--- src/rtl/traffic_pkg.sv ---
// Shared definitions for the traffic intersection blocks: emergency FSM codes,
// light codes used by the controller and benches, and a small sizing helper.
package traffic_pkg;

    localparam logic [1:0] EMG_IDLE     = 2'd0;
    localparam logic [1:0] EMG_ACTIVE   = 2'd1;
    localparam logic [1:0] EMG_COOLDOWN = 2'd2;

    typedef enum logic [1:0] {
        LIGHT_R = 2'd0,
        LIGHT_Y = 2'd1,
        LIGHT_G = 2'd2
    } light_t;

    function automatic int max2(input int a, input int b);
        return (a > b) ? a : b;
    endfunction

endpackage

--- src/rtl/traffic_sensor_conditioner_if.sv ---
// Raw-sensor / conditioned-level bundle between the street contacts and the controller.
// cnt_a/cnt_b and the CNT_W parameter exist only when TSC_CAR_COUNT_EN is defined.
interface traffic_sensor_conditioner_if
`ifdef TSC_CAR_COUNT_EN
    #(parameter int CNT_W = 8)
`endif
    ;

    logic raw_a;
    logic raw_b;
    logic raw_emg;
    logic Sa;
    logic Sb;
    logic emergency;
    logic emg_busy;
`ifdef TSC_CAR_COUNT_EN
    logic [CNT_W-1:0] cnt_a;
    logic [CNT_W-1:0] cnt_b;
`endif

    // The conditioner side: consumes raw contacts, drives clean levels.
    modport master (
        input  raw_a, raw_b, raw_emg,
        output Sa, Sb, emergency, emg_busy
`ifdef TSC_CAR_COUNT_EN
        , output cnt_a, cnt_b
`endif
    );

    modport slave (
        output raw_a, raw_b, raw_emg,
        input  Sa, Sb, emergency, emg_busy
`ifdef TSC_CAR_COUNT_EN
        , input cnt_a, cnt_b
`endif
    );

endinterface

--- src/rtl/sensor_debounce.sv ---
// Two-flop synchroniser followed by a consecutive-sample debouncer for one contact.
// level_d_o is the level the debouncer will hold after the coming edge.
module sensor_debounce
    import traffic_pkg::*;
#(
    parameter int DEBOUNCE_CYCLES = 4
) (
    input  logic clk,
    input  logic reset,
    input  logic raw_i,
    output logic level_o,
    output logic level_d_o
);

    localparam int CW = (DEBOUNCE_CYCLES > 1) ? $clog2(DEBOUNCE_CYCLES) : 1;

    logic          sync1_q;
    logic          sync2_q;
    logic          level_q;
    logic          level_d;
    logic [CW-1:0] cnt_q;
    logic [CW-1:0] cnt_d;

    // Count consecutive samples that disagree with the held level; flip on the last one.
    always_comb begin
        level_d = level_q;
        cnt_d   = '0;
        if (sync2_q == level_q) begin
            cnt_d = '0;
        end else if (int'(cnt_q) == DEBOUNCE_CYCLES - 32'sd1) begin
            level_d = ~level_q;
            cnt_d   = '0;
        end else begin
            cnt_d = cnt_q + CW'(1);
        end
    end

    // Synchroniser and debounce state.
    always_ff @(posedge clk or posedge reset) begin
        if (reset) begin
            sync1_q <= 1'b0;
            sync2_q <= 1'b0;
            level_q <= 1'b0;
            cnt_q   <= '0;
        end else begin
            sync1_q <= raw_i;
            sync2_q <= sync1_q;
            level_q <= level_d;
            cnt_q   <= cnt_d;
        end
    end

    assign level_o   = level_q;
    assign level_d_o = level_d;

endmodule

--- src/rtl/traffic_sensor_conditioner.sv ---
// Conditions street sensors (debounce + presence hold-over) and the emergency request
// (minimum-assert / cooldown FSM). Arrival counters are built with TSC_CAR_COUNT_EN.
module traffic_sensor_conditioner
    import traffic_pkg::*;
#(
    parameter int DEBOUNCE_CYCLES     = 4,
    parameter int HOLD_CYCLES         = 8,
    parameter int EMG_MIN_CYCLES      = 16,
    parameter int EMG_COOLDOWN_CYCLES = 32
`ifdef TSC_CAR_COUNT_EN
    ,
    parameter int CNT_W               = 8
`endif
) (
    input  logic                         clk,
    input  logic                         reset,
    traffic_sensor_conditioner_if.master bus
);

    localparam int HW = (HOLD_CYCLES > 0) ? $clog2(HOLD_CYCLES + 1) : 1;
    localparam int TW = $clog2(max2(EMG_MIN_CYCLES, EMG_COOLDOWN_CYCLES) + 1);

    logic [2:0]          deb_lvl_s;
    logic [2:0]          deb_nxt_s;
    logic [1:0]          pres_q;
    logic [1:0]          pres_d;
    logic [1:0][HW-1:0]  hold_q;
    logic [1:0][HW-1:0]  hold_d;
    logic [1:0]          emg_state_q;
    logic [1:0]          emg_state_d;
    logic [TW-1:0]       emg_t_q;
    logic [TW-1:0]       emg_t_d;
    logic                emg_out_q;
    logic                emg_out_d;
    logic                busy_q;
    logic                busy_d;
    logic                unused_s;

    sensor_debounce #(.DEBOUNCE_CYCLES(DEBOUNCE_CYCLES)) u_deb_a (
        .clk(clk), .reset(reset), .raw_i(bus.raw_a),
        .level_o(deb_lvl_s[0]), .level_d_o(deb_nxt_s[0])
    );
    sensor_debounce #(.DEBOUNCE_CYCLES(DEBOUNCE_CYCLES)) u_deb_b (
        .clk(clk), .reset(reset), .raw_i(bus.raw_b),
        .level_o(deb_lvl_s[1]), .level_d_o(deb_nxt_s[1])
    );
    sensor_debounce #(.DEBOUNCE_CYCLES(DEBOUNCE_CYCLES)) u_deb_e (
        .clk(clk), .reset(reset), .raw_i(bus.raw_emg),
        .level_o(deb_lvl_s[2]), .level_d_o(deb_nxt_s[2])
    );

    // Presence follows the next debounced level so Sa/Sb rise on the same edge as d.
    always_comb begin
        pres_d = '0;
        hold_d = '0;
        for (int i = 0; i < 2; i++) begin
            if (deb_nxt_s[i]) begin
                pres_d[i] = 1'b1;
                hold_d[i] = HW'(HOLD_CYCLES);
            end else if (hold_q[i] != '0) begin
                pres_d[i] = 1'b1;
                hold_d[i] = hold_q[i] - HW'(1);
            end else begin
                pres_d[i] = 1'b0;
                hold_d[i] = '0;
            end
        end
    end

    // Emergency FSM on the registered debounced request; the unused code behaves as idle.
    always_comb begin
        emg_state_d = emg_state_q;
        emg_t_d     = emg_t_q;
        case (emg_state_q)
            EMG_ACTIVE: begin
                if (!deb_lvl_s[2] && (int'(emg_t_q) >= EMG_MIN_CYCLES - 32'sd1)) begin
                    emg_state_d = EMG_COOLDOWN;
                    emg_t_d     = '0;
                end else if (int'(emg_t_q) < EMG_MIN_CYCLES) begin
                    emg_t_d = emg_t_q + TW'(1);
                end else begin
                    emg_t_d = emg_t_q;
                end
            end
            EMG_COOLDOWN: begin
                if (int'(emg_t_q) >= EMG_COOLDOWN_CYCLES - 32'sd1) begin
                    emg_state_d = EMG_IDLE;
                    emg_t_d     = '0;
                end else begin
                    emg_t_d = emg_t_q + TW'(1);
                end
            end
            default: begin
                emg_t_d = '0;
                if (deb_lvl_s[2]) begin
                    emg_state_d = EMG_ACTIVE;
                end else begin
                    emg_state_d = EMG_IDLE;
                end
            end
        endcase
        emg_out_d = (emg_state_d == EMG_ACTIVE);
        busy_d    = (emg_state_d != EMG_IDLE);
    end

    // Hold-over and emergency state registers.
    always_ff @(posedge clk or posedge reset) begin
        if (reset) begin
            pres_q      <= '0;
            hold_q      <= '0;
            emg_state_q <= EMG_IDLE;
            emg_t_q     <= '0;
            emg_out_q   <= 1'b0;
            busy_q      <= 1'b0;
        end else begin
            pres_q      <= pres_d;
            hold_q      <= hold_d;
            emg_state_q <= emg_state_d;
            emg_t_q     <= emg_t_d;
            emg_out_q   <= emg_out_d;
            busy_q      <= busy_d;
        end
    end

    assign bus.Sa        = pres_q[0];
    assign bus.Sb        = pres_q[1];
    assign bus.emergency = emg_out_q;
    assign bus.emg_busy  = busy_q;

`ifdef TSC_CAR_COUNT_EN
    logic [1:0][CNT_W-1:0] cnt_q;
    logic [1:0][CNT_W-1:0] cnt_d;

    // Count debounced rising edges only; hold-over never counts.
    always_comb begin
        cnt_d = cnt_q;
        for (int i = 0; i < 2; i++) begin
            if (deb_nxt_s[i] && !deb_lvl_s[i] && (cnt_q[i] != {CNT_W{1'b1}})) begin
                cnt_d[i] = cnt_q[i] + CNT_W'(1);
            end else begin
                cnt_d[i] = cnt_q[i];
            end
        end
    end

    // Arrival counters, cleared only by reset.
    always_ff @(posedge clk or posedge reset) begin
        if (reset) begin
            cnt_q <= '0;
        end else begin
            cnt_q <= cnt_d;
        end
    end

    assign bus.cnt_a = cnt_q[0];
    assign bus.cnt_b = cnt_q[1];
    assign unused_s  = deb_nxt_s[2];
`else
    assign unused_s  = ^{deb_nxt_s[2], deb_lvl_s[1:0]};
`endif

endmodule

--- src/flat_wrapper.sv ---
// flat-port wrapper written by rule: the top's interface ports become plain ports
module traffic_sensor_conditioner_flat import traffic_pkg::*;
#(
    parameter int DEBOUNCE_CYCLES     = 4,
    parameter int HOLD_CYCLES         = 8,
    parameter int EMG_MIN_CYCLES      = 16,
    parameter int EMG_COOLDOWN_CYCLES = 32

)
  (clk, reset, bus_raw_a, bus_raw_b, bus_raw_emg, bus_Sa, bus_Sb, bus_emergency, bus_emg_busy);
  traffic_sensor_conditioner_if bus_i ();
  input  logic clk;
  input  logic reset;
  input wire logic [$bits(bus_i.raw_a)-1:0] bus_raw_a;
  input wire logic [$bits(bus_i.raw_b)-1:0] bus_raw_b;
  input wire logic [$bits(bus_i.raw_emg)-1:0] bus_raw_emg;
  output wire logic [$bits(bus_i.Sa)-1:0] bus_Sa;
  output wire logic [$bits(bus_i.Sb)-1:0] bus_Sb;
  output wire logic [$bits(bus_i.emergency)-1:0] bus_emergency;
  output wire logic [$bits(bus_i.emg_busy)-1:0] bus_emg_busy;
  assign bus_i.raw_a = bus_raw_a;
  assign bus_i.raw_b = bus_raw_b;
  assign bus_i.raw_emg = bus_raw_emg;
  assign bus_Sa = bus_i.Sa;
  assign bus_Sb = bus_i.Sb;
  assign bus_emergency = bus_i.emergency;
  assign bus_emg_busy = bus_i.emg_busy;
  traffic_sensor_conditioner #(.DEBOUNCE_CYCLES(DEBOUNCE_CYCLES), .HOLD_CYCLES(HOLD_CYCLES), .EMG_MIN_CYCLES(EMG_MIN_CYCLES), .EMG_COOLDOWN_CYCLES(EMG_COOLDOWN_CYCLES)) u_core (.clk(clk), .reset(reset), .bus(bus_i));
endmodule
--- config.mk ---
export PLATFORM = sky130hd
export DESIGN_NAME = traffic_sensor_conditioner_flat
export DESIGN_NICKNAME = d
export VERILOG_FILES = /design/src/rtl/traffic_pkg.sv /design/src/rtl/traffic_sensor_conditioner_if.sv /design/src/rtl/sensor_debounce.sv /design/src/rtl/traffic_sensor_conditioner.sv /design/src/flat_wrapper.sv
export SDC_FILE = /design/constraint.sdc
export NUM_CORES = 1
export LEC_CHECK = 0
export BUFFER_PORTS_ARGS = -buffer_cell sky130_fd_sc_hd__buf_2
export CORE_MARGIN = 4
export CORE_UTILIZATION = 53
export DETAILED_ROUTE_END_ITERATION = 12
export PLACE_DENSITY = 0.74
export SYNTH_ARGS = -nofsm -noshare
export SYNTH_HDL_FRONTEND = slang
export SYNTH_SLANG_ARGS = --single-unit
--- constraint.sdc ---
create_clock -name clk -period 1.57 [get_ports clk]
set_input_delay 0.0785 -clock clk [delete_from_list [all_inputs] [get_ports clk]]
set_output_delay 0.0785 -clock clk [all_outputs]
set_load 0.02 [all_outputs]
==> summary.md, run 1 <==
| Metric | Value |
|---|---|
| Worst skew pair latency | `0.33 ns` |
| Ratio of cells with drive above 1 in the final layout | `0.227` |
| Worst EP required | `1.84 ns` |
| Violated checks | `setup timing` |
| Yosys warning total | `0` |
| Count of final max-slew check failures | `0` |
| Final Cycle Share | `1.00` |
| Reg2Reg Setup Slack | `-0.003 ns` |
| Chip Height | `just over 60 um` |
| Layout Utilization | `0.646` |
| Met2 WL | `about 1.2 mm` |
| CTS tree | `built` |
| Placed inst area | `roughly 1600 um^2` |
| Commonest non-fill, non-tap cells in the layout | `35 x dfrtp_1, 9 x nand2_1` |
| Mux share of post-synthesis cell area | `0.0205` |
| Rel. slew slack | `0.755` |
| Initial DRC Count | `31` |
| Die ar. | `between 3000 and 4000 um^2` |
| Syn Area/Cell | `approximately 12 um^2` |
| Worst-path clk slew | `0.10 ns` |
| Static Leak | `0.855 nW` |
| Vias in the first global route | `between 900 and 1k` |
| Critical path class | `flop to flop` |
| Uppermost layer routed | `met4` |
| Final TNS setup | `-0.00258 ns` |
| Vias/cell | `between 5 and 6` |
| DR WL/cell | `between 10 and 15 um` |
| Tmin final | `about 1.6 ns` |
| H-tree levels | `2` |
| Final GP Congestion | `0.882` |
| Vias | `988` |
| Drt drc | `0` |
| # setup viols final | `1` |
| Slowest CP cell | `dfrtp_1` |
| Largest net degree at the start of global routing | `31` |
| Leading cell type in the layout, fill and taps excluded | `dfrtp_1` |
| Final instance area | `1780 um^2` |
| Startpoint Class | `flop` |
| Total chip power | `2.79 mW` |
| CP delay by family, top | `compound AO/OA/AOI/OAI gates` |
| Finished Layout Cells | `between 150 and 200` |
| Arr. time, crit path | `approximately 1.8 ns` |
| Chip width | `~62 um` |
| Fin. Hold Viols | `0` |
| Final WL | `2.43 mm` |
| Post-route ant nets | `0` |
| Metal3 WL | `roughly 80 um` |
| Inserted Clock Buffers | `5` |
| CP Cell Sequence | `ha_4 > a311oi_2 > o21ai_2 > a211o_1 > a21oi_2` |
| Max IR drop VDD | `~0.0013 V` |
| Flops & latches, synth | `35` |
| Synth Area in Compound Gates | `0.115` |
| Synthesized netlist cell count | `~130` |
| Post-synthesis sequential area ratio | `0.575` |
| Worst Tran Pin Value | `about 0.37 ns` |
| RSZ-0062 raised after global routing | `yes` |
| Core Region | `2760 um^2` |
| Clock buffer depth | `2` |
| Initial antenna violation count | `0` |
| Status | `finished, violations left` |
| Largest stage delay on the critical path | `0.42 ns` |
| Netlist Area Pre-Place | `1520 um^2` |
| Fmax | `approximately 640 MHz` |
| IO Count | `9` |
| CTS root buf | `clkbuf_4` |
| Max-Cap Viols | `0` |
| Post-Synth XOR/XNOR Area | `0.0288` |
| Synth cell types | `35` |
| Power per cell area | `1570 nW/um^2` |
| Row Count | `19` |
| Drt pass-1 iters | `4` |
| Pre-CTS setup slack | `-0.0292 ns` |
| # placed instances | `~170` |
| CP Buf/Inv Count | `0` |
| Crit path max fanout | `5` |
| Gr usage total | `0.148` |
| Area Growth Syn to Fin | `16.9%` |
| Worst hold path type | `input port to async pin` |
| Final #Nets | `168` |
| Worst Setup Slack, final | `-0.00258 ns` |
| Simple-gate share of the synthesized area | `0.154` |
| DP HPWL | `1.71 mm` |
| Largest family of logic cells by synthesized area | `simple AND/OR/NAND/NOR gates` |
| Clock skew | `0.00309 ns` |
| Clock sink count | `35` |
| Overflow left after global routing | `0` |
| Global-route wire length before repair | `4.01 mm` |
| Post-Syn Nets | `approximately 140` |
| M1 wire length | `around 1.1 mm` |
| IO Port Bufs | `8` |
| Synth Area in Adders | `0.0822` |
| Endpoint type of the worst setup path | `flop` |
| Starting Density | `0.552` |
| Worst hold margin | `approximately 0.18 ns` |
| ANT cells | `0` |
layout make-up:
class,count,area (um^2)
tap,31,38.8
sequential,35,876
fill,215,977
inverter,9,33.8
clock buffer,8,68.8
timing repair buffer,19,133
multi-input combinational,83,631
kinds of logic (layout without fill, tap and decap cells):
kind of cell    after synthesis  in the layout
xor+xnor                      5              5
mux                           3              3
buf+inv                      10             36
compound gates               21             21
simple gates                 44             44
flops                        35             35
fa+ha+maj                    10             10
worst min-delay path: stages:
cell	delay, ns
dlygate4sd3_1	0.53
buf_2	0.12
inv_1	0.17
flip-flops by register name (all words and copies together) (netlist names), 2 cells and up:
signal and flops:
u_core.u_deb_a.cnt_q 2, u_core.u_deb_e.cnt_q 2, u_core.emg_state_q 2, u_core.hold_q 8, u_core.u_deb_b.cnt_q 2, u_core.emg_t_q 6
u_core.pres_q 2
report_power, final:
| group | total [mW] | switching [mW] | internal (mW) |
|---|---|---|---|
| registers | 1.30 | 0.138 | 1.16 |
| clock network | 0.550 | 0.286 | 0.264 |
| logic | 0.940 | 0.519 | 0.422 |
layer usage:
layer  GRT usage  vias up
met1       0.171      481
met2       0.245       10
li1            -      493
met3      0.0503        4
met4      0.0727        0
met5           0        -
path summary, 6_finish.rpt:
path	startpoint	end	cells after the start
max	u_core.emg_t_q[1]	u_core.bus.emergency	5
min	reset	u_core.u_deb_b.cnt_q[0]	3
max reg2reg	u_core.emg_t_q[1]	u_core.bus.emergency	5
min reg2reg	u_core.u_deb_b.sync1_q	u_core.u_deb_b.sync2_q	0
max in group asynchronous	reset	u_core.emg_t_q[4]	4
min in group clk	u_core.u_deb_b.sync1_q	u_core.u_deb_b.sync2_q	0
cell usage after synthesis:
| cell type | count | area share |
|---|---|---|
| dfrtp_1 | 35 | 0.58 |
| ha_1 | 10 | 0.082 |
| inv_1 | 9 | 0.022 |
| nand2_1 | 9 | 0.022 |
| nor2_1 | 8 | 0.020 |
| nor3_1 | 6 | 0.020 |
| o21ai_0 | 5 | 0.016 |
| xnor2_1 | 5 | 0.029 |
| nand2b_1 | 4 | 0.016 |
| nand3_1 | 4 | 0.013 |
| nor2b_1 | 4 | 0.016 |
| a211o_1 | 3 | 0.017 |
| a21o_1 | 2 | 0.0099 |
| mux2i_1 | 2 | 0.013 |
| or3_1 | 2 | 0.0082 |
| a211oi_1 | 1 | 0.0049 |
| a21oi_1 | 1 | 0.0033 |
| a21oi_2 | 1 | 0.0058 |
| a221oi_2 | 1 | 0.0099 |
| a311oi_2 | 1 | 0.0099 |
| a41o_1 | 1 | 0.0066 |
| and3_1 | 1 | 0.0041 |
| and4_4 | 1 | 0.0074 |
| clkbuf_1 | 1 | 0.0025 |
| mux2_2 | 1 | 0.0074 |
| nand3b_1 | 1 | 0.0049 |
| nor4b_1 | 1 | 0.0058 |
| o211a_1 | 1 | 0.0066 |
| o21a_1 | 1 | 0.0049 |
| o21ai_2 | 1 | 0.0058 |
| o2bb2ai_1 | 1 | 0.0058 |
| o31ai_2 | 1 | 0.0082 |
| or2_2 | 1 | 0.0041 |
| or2_4 | 1 | 0.0058 |
| or3b_1 | 1 | 0.0058 |
repair_timing:
item / in CTS / in global routing
buffers inserted: 1 / 0
hold endpoints to repair: 38 / 0
resized for setup: 1 / 6
endpoints found under the setup margin: 3 / 9
hold buffers: 4 / 0
pin swaps: 5 / 5
(Power assumes the default switching activity.)
==> inputs of run 2 (changes only) <==
--- a/config.mk
+++ b/config.mk
@@ -6,6 +6,7 @@
 export NUM_CORES = 1
 export LEC_CHECK = 0
 export BUFFER_PORTS_ARGS = -buffer_cell sky130_fd_sc_hd__buf_2
+export CORE_ASPECT_RATIO = 2
 export CORE_MARGIN = 4
 export CORE_UTILIZATION = 53
 export DETAILED_ROUTE_END_ITERATION = 12
==> summary.md, run 2 (synthesis gave the netlist of run 1 again) <==
| Metric | Value |
|---|---|
| Violated checks | `setup timing (unchanged)` |
| Worst hold margin | `0.343 ns (was 0.182 ns)` |
| Critical path class | `flop to flop (unchanged)` |
| Sw frac | `0.322 (was 0.338)` |
| Finished Layout Cells | `184 (was 185)` |
| Final WL | `2.59 mm (was 2.43 mm)` |
| Global-route wire length before repair | `4.54 mm (was 4.01 mm)` |
| Row Count | `27 (was 19)` |
| CTS root buf | `clkbuf_8 (was clkbuf_4)` |
| Drt pass-1 iters | `4 (unchanged)` |
| Endpoint type of the worst setup path | `flop (unchanged)` |
| Arr. time, crit path | `1.84 ns (about the same)` |
| Reg2Reg Setup Slack | `-0.05 ns (was -0.003 ns)` |
| Overflow left after global routing | `0 (unchanged)` |
| IO Count | `9 (unchanged)` |
| Worst hold path type | `flop to flop (was input port to async pin)` |
| Total chip power | `3.05 mW (was 2.79 mW)` |
| Worst Setup Slack, final | `-0.0499 ns (was -0.00258 ns)` |
| Worst-path clk slew | `0.07 ns (was 0.10 ns)` |
| Clk pwr share | `0.248 (was 0.197)` |
| Leading cell type in the layout, fill and taps excluded | `dfrtp_1 (unchanged)` |
| RSZ-0062 raised after global routing | `yes (unchanged)` |
| CTS tree | `built (unchanged)` |
| Commonest non-fill, non-tap cells in the layout | `35 x dfrtp_1, 9 x nand2_1, 9 x buf_4 (was 35 x dfrtp_1, 9 x nand2_1)` |
| Worst R2R Path Depth | `5 (unchanged)` |
| Final TNS setup | `-0.0954 ns (was -0.00258 ns)` |
| Max reg flops | `8 (unchanged)` |
| Internal Power | `2.07 mW (was 1.85 mW)` |
| Fin. Hold Viols | `0 (unchanged)` |
| Fmax | `617 MHz (was 636 MHz)` |
| Initial antenna violation count | `0 (unchanged)` |
| Die ar. | `3850 um^2 (was 3790 um^2)` |
| Rel. slew slack | `0.721 (was 0.755)` |
| Chip width | `45.9 um (was 61.6 um)` |
| Clock sink count | `35 (unchanged)` |
| Core Region | `2770 um^2 (was 2760 um^2)` |
| Clock skew | `0.00933 ns (was 0.00309 ns)` |
| Vias in the first global route | `1105 (was 966)` |
| Gr usage total | `0.162 (was 0.148)` |
| Vias | `1024 (was 988)` |
| Largest net degree at the start of global routing | `36 (was 31)` |
| Final Cycle Share | `1.03 (was 1.00)` |
| Psw | `982 uW (was 942 uW)` |
| Ratio of cells with drive above 1 in the final layout | `0.239 (was 0.227)` |
| Area Growth Syn to Fin | `21.5% (was 16.9%)` |
| R2r endpoint | `u_core.bus.emergency (unchanged)` |
| Startpoint Class | `flop (unchanged)` |
| Crit path max fanout | `5 (unchanged)` |
| Drt drc | `0 (unchanged)` |
| Max-Cap Viols | `0 (unchanged)` |
| # setup viols final | `6 (was 1)` |
| DR WL/cell | `14.1 um (was 13.2 um)` |
| Status | `finished, violations left (unchanged)` |
| Max IR drop VDD | `0.00110 V (was 0.00125 V)` |
| Final GP Congestion | `0.925 (was 0.882)` |
| Vias/cell | `5.57 (was 5.34)` |
| H-tree levels | `2 (unchanged)` |
| Crit path from | `u_core.emg_t_q[1] (unchanged)` |
| Worst Tran Pin Value | `0.419 ns (was 0.368 ns)` |
| Worst skew pair latency | `0.29 ns (was 0.33 ns)` |
| Post-route ant nets | `0 (unchanged)` |
| Static Leak | `0.881 nW (was 0.855 nW)` |
| Biggest regs | `u_core.hold_q: 8 flops, u_core.emg_t_q: 6 flops (unchanged)` |
| Reg2reg start | `u_core.emg_t_q[1] (unchanged)` |
| DP HPWL | `1.86 mm (was 1.71 mm)` |
| IO Port Bufs | `8 (unchanged)` |
| # placed instances | `171 (was 172)` |
| Count of final max-slew check failures | `0 (unchanged)` |
| Final #Nets | `170 (was 168)` |
| Power per cell area | `1650 nW/um^2 (was 1570 nW/um^2)` |
| ANT cells | `0 (unchanged)` |
| Starting Density | `0.550 (was 0.552)` |
| Worst setup path endpoint | `u_core.bus.emergency (unchanged)` |
| Tmin final | `1.62 ns (was 1.57 ns)` |
| Logic gate share of total power | `0.322 (was 0.337)` |
| Worst EP required | `1.79 ns (was 1.84 ns)` |
| Chip Height | `83.8 um (was 61.6 um)` |
| Sequential power share | `0.430 (was 0.466)` |
| Initial DRC Count | `9 (was 31)` |
| Clock buffer depth | `2 (unchanged)` |
| Inserted Clock Buffers | `5 (unchanged)` |
| Largest Register | `u_core.hold_q (unchanged)` |
[run 2: cell type report]
type / instances / area (um^2)
flip-flops and latches: 35 / 876
repair buffers: 21 / 148
multi-input cells: 83 / 654
inverters: 9 / 33.8
clock buffers: 6 / 72.6
clock inverters: 1 / 30.0
fillers: 213 / 920
well taps: 29 / 36.3
[run 2: worst min path at each step]
stage	startpoint	cells after the start	slack [ns]	to
5_1_grt	u_core.u_deb_a.sync1_q	0	0.36	u_core.u_deb_a.sync2_q
3_3_place_gp	reset	3	0.18	u_core.u_deb_e.cnt_q[1]
2_1_floorplan	bus_raw_a	0	0.11	u_core.u_deb_a.sync1_q
4_1_cts	u_core.u_deb_a.sync1_q	0	0.34	u_core.u_deb_a.sync2_q
6_report	u_core.u_deb_a.sync1_q	0	0.34	u_core.u_deb_a.sync2_q
3_5_place_dp	bus_raw_emg	1	0.19	u_core.u_deb_e.sync1_q
[run 2: power by group through the flow]
stage | clock (mW) | combinational [mW] | sequential, mW
after floorplan | 0 | 0.649 | 1.35
after CTS | 0.787 | 0.967 | 1.31
after detailed placement | 0 | 0.949 | 1.32
after global routing | 0.829 | 1.11 | 1.34
final | 0.757 | 0.984 | 1.31
after global placement | 0 | 0.894 | 1.31
[run 2: critical path, cell delays in order (launching register included)]
cell      delay (ns)
dfrtp_1         0.42
ha_4            0.19
a311oi_4        0.37
o21ai_4         0.13
a211o_1         0.32
a21oi_2         0.12
[run 2: per-stage QoR]
step	instance area [um^2]	utilization	setup WS, ns
finish	1850	0.668	-0.0499
detailed placement	1650	0.596	-0.0284
floorplan	1530	-	0.0337
CTS	1790	0.647	-0.0425
global placement	1650	0.596	0.0392
global route	1850	0.668	-0.0779
[run 2: routing by layer]
metal | GRT usage | up-vias | routed length, um
li1 | - | 491 | -
met1 | 0.160 | 512 | 962
met2 | 0.269 | 12 | 1450
met3 | 0.0410 | 9 | 68
met4 | 0.114 | 0 | 104
met5 | 0 | - | 0
[run 2: repair_timing]
| action | in CTS | in global routing |
|---|---|---|
| pin swaps | 0 | 11 |
| resized for setup | 2 | 8 |
| setup endpoints to repair | 2 | 9 |
| endpoints found under the hold margin | 38 | 0 |
| buffers inserted | 0 | 2 |
| hold buffers | 4 | 0 |
==> inputs of run 3 (changes only) <==
--- a/config.mk
+++ b/config.mk
@@ -7,7 +7,7 @@
 export LEC_CHECK = 0
 export BUFFER_PORTS_ARGS = -buffer_cell sky130_fd_sc_hd__buf_2
 export CORE_ASPECT_RATIO = 2
-export CORE_MARGIN = 4
+export CORE_MARGIN = 5
 export CORE_UTILIZATION = 53
 export DETAILED_ROUTE_END_ITERATION = 12
 export PLACE_DENSITY = 0.74
==> summary.md, run 3 (synthesis gave the netlist of run 1 again) <==
| Metric | Value |
|---|---|
| Internal Power | `1.91 mW (was 2.07 mW)` |
| Initial antenna violation count | `0 (unchanged)` |
| Inserted Clock Buffers | `5 (unchanged)` |
| Chip Height | `85.8 um (was 83.8 um)` |
| Reg2reg start | `u_core.emg_t_q[1] (unchanged)` |
| Core Region | `2770 um^2 (unchanged)` |
| Sequential power share | `0.456 (was 0.430)` |
| Worst hold path type | `flop to flop (unchanged)` |
| Startpoint Class | `flop (unchanged)` |
| CP delay by family, top | `compound AO/OA/AOI/OAI gates (unchanged)` |
| Area Growth Syn to Fin | `18.8% (was 21.5%)` |
| Max reg flops | `8 (unchanged)` |
| Arr. time, crit path | `1.79 ns (was 1.84 ns)` |
| Global-route wire length before repair | `4.62 mm (was 4.54 mm)` |
| Fmax | `632 MHz (was 617 MHz)` |
| Largest stage delay on the critical path | `0.41 ns (was 0.42 ns)` |
| Clock skew | `0.00373 ns (was 0.00933 ns)` |
| DP HPWL | `1.90 mm (was 1.86 mm)` |
| Commonest non-fill, non-tap cells in the layout | `35 x dfrtp_1, 9 x nand2_1 (was 35 x dfrtp_1, 9 x nand2_1, 9 x buf_4)` |
| CTS root buf | `clkbuf_8 (unchanged)` |
| CTS tree | `built (unchanged)` |
| Worst-path clk slew | `0.06 ns (was 0.07 ns)` |
| R2r endpoint | `u_core.bus.emergency (unchanged)` |
| Hold-critical path depth | `0 (unchanged)` |
| Worst hold start | `u_core.u_deb_b.sync1_q (was u_core.u_deb_a.sync1_q)` |
| Largest net degree at the start of global routing | `36 (unchanged)` |
| Finished Layout Cells | `183 (was 184)` |
| Row Count | `27 (unchanged)` |
| Leading cell type in the layout, fill and taps excluded | `dfrtp_1 (unchanged)` |
| Count of final max-slew check failures | `0 (unchanged)` |
| Final #Nets | `168 (was 170)` |
| Gr usage total | `0.153 (was 0.162)` |
| Pre-CTS setup slack | `-0.0402 ns (was -0.0284 ns)` |
| Status | `finished, violations left (unchanged)` |
| Endpoint type of the worst setup path | `flop (unchanged)` |
| Reg2Reg Setup Slack | `-0.01 ns (was -0.05 ns)` |
| Largest Register | `u_core.hold_q (unchanged)` |
| Worst R2R Path Depth | `5 (unchanged)` |
| Overflow left after global routing | `0 (unchanged)` |
| M2 GR Usage | `0.280 (was 0.269)` |
| Crit path max fanout | `5 (unchanged)` |
| Biggest regs | `u_core.hold_q: 8 flops, u_core.emg_t_q: 6 flops (unchanged)` |
| Starting Density | `0.550 (unchanged)` |
| Fin. Hold Viols | `0 (unchanged)` |
| Static Leak | `0.862 nW (was 0.881 nW)` |
| Clock sink count | `35 (unchanged)` |
| Critical path class | `flop to flop (unchanged)` |
| Max IR drop VDD | `0.00101 V (was 0.00110 V)` |
| Layout Utilization | `0.653 (was 0.668)` |
| Initial DRC Count | `12 (was 9)` |
| Most Crowded Layer GR | `met2 (unchanged)` |
| Total chip power | `2.88 mW (was 3.05 mW)` |
| Clk pwr share | `0.205 (was 0.248)` |
| Hold endpoint | `u_core.u_deb_b.sync2_q (was u_core.u_deb_a.sync2_q)` |
| Worst Setup Slack, final | `-0.0114 ns (was -0.0499 ns)` |
| # setup viols final | `1 (was 6)` |
| Drt drc | `0 (unchanged)` |
| GR Util met1 | `0.146 (was 0.160)` |
| RSZ-0062 raised after global routing | `yes (unchanged)` |
| Final GP Congestion | `0.841 (was 0.925)` |
| Power per cell area | `1590 nW/um^2 (was 1650 nW/um^2)` |
| Post-route ant nets | `0 (unchanged)` |
| Psw | `967 uW (was 982 uW)` |
| Worst Tran Pin Value | `0.421 ns (was 0.419 ns)` |
| Final Cycle Share | `1.01 (was 1.03)` |
| Final instance area | `1810 um^2 (was 1850 um^2)` |
| CP Cell Sequence | `ha_4 > a311oi_4 > o21ai_4 > a211o_1 > a21oi_2 (unchanged)` |
| Rel. slew slack | `0.720 (was 0.721)` |
| CP Buf/Inv Count | `0 (unchanged)` |
| Die ar. | `4110 um^2 (was 3850 um^2)` |
| Logic gate share of total power | `0.339 (was 0.322)` |
| Drt pass-1 iters | `4 (unchanged)` |
| ANT cells | `0 (unchanged)` |
| Placed inst area | `1640 um^2 (was 1650 um^2)` |
| DR WL/cell | `14.1 um (about the same)` |
| Clock buffer depth | `2 (unchanged)` |
| Worst EP required | `1.78 ns (was 1.79 ns)` |
| Vias/cell | `5.51 (was 5.57)` |
| Slowest CP cell | `dfrtp_1 (unchanged)` |
| Violated checks | `setup timing (unchanged)` |
| Final WL | `2.59 mm (about the same)` |
| Tmin final | `1.58 ns (was 1.62 ns)` |
| Vias | `1008 (was 1024)` |
| Sw frac | `0.336 (was 0.322)` |
| Worst skew pair latency | `0.27 ns (was 0.29 ns)` |
| Ratio of cells with drive above 1 in the final layout | `0.221 (was 0.239)` |
| IO Count | `9 (unchanged)` |
| Routing usage on met3 | `0.0378 (was 0.0410)` |
| # placed instances | `170 (was 171)` |
| Max-Cap Viols | `0 (unchanged)` |
| Chip width | `47.9 um (was 45.9 um)` |
| H-tree levels | `2 (unchanged)` |
| IO Port Bufs | `8 (unchanged)` |
| Vias in the first global route | `1155 (was 1105)` |
-- run 3: changes by cell type in the layout (fill, tap and decap cells not counted) --
cell	delta
a211oi_2	-1
buf_4	-2
a211oi_1	+1
bufinv_16	-1
clkinv_2	+1
clkbuf_1	+1
-- run 3: through the flow --
step	hold slack, ns	TNS (ns)
after detailed placement	0.188	-0.0419
final	0.349	-0.0114
after global routing	0.367	-0.363
after global placement	0.183	0
after CTS	0.352	-0.0132
after floorplan	0.110	0
-- run 3: area by class of cell --
cell class | count | area, um^2
inverter | 9 | 33.8
timing repair buffer | 19 | 133
clock inverter | 1 | 5.00
tap | 29 | 36.3
multi-input combinational | 83 | 649
sequential | 35 | 876
clock buffer | 7 | 76.3
fill | 233 | 961
-- run 3: what timing repair did --
item	in CTS	in global routing
pin swaps	4	4
hold buffers	4	0
hold endpoints to repair	38	0
buffers inserted	1	0
gates cloned	0	0
gates resized for setup	1	8
setup endpoints to repair	4	9
-- run 3: how the worst max path moves through the flow --
| stage | from | end | slack [ns] | cells after the start |
|---|---|---|---|---|
| final | u_core.emg_t_q[1] | u_core.bus.emergency | -0.01 | 5 |
| after global routing | u_core.emg_t_q[1] | u_core.emg_t_q[4] | -0.07 | 5 |
| after CTS | u_core.emg_t_q[0] | u_core.bus.emergency | -0.01 | 5 |
| after detailed placement | u_core.emg_t_q[0] | u_core.bus.emergency | -0.04 | 5 |
| after global placement | u_core.emg_t_q[0] | u_core.bus.emergency | 0.03 | 5 |
| after floorplan | u_core.emg_t_q[0] | u_core.bus.emergency | 0.03 | 5 |
-- run 3: worst register-to-register path, delay by kind of cell, from the launching register on --
family,cells,cell delay [ns]
adder cells (fa/ha/maj),1,0.19
AO/OA/AOI/OAI,4,0.91
flip-flops,1,0.41
-- run 3: metal layers --
layer,wire (um),up-vias
li1,-,491
met1,931,497
met2,1540,14
met3,64,6
met4,50,0
met5,0,-
-- run 3: power by group through the flow --
stage	Sequential, mW	Clock (mW)	Combinational (mW)
CTS	1.31	0.616	0.969
detailed placement	1.33	0	0.953
floorplan	1.35	0	0.649
finish	1.31	0.591	0.976
global route	1.34	0.658	1.12
global placement	1.30	0	0.888
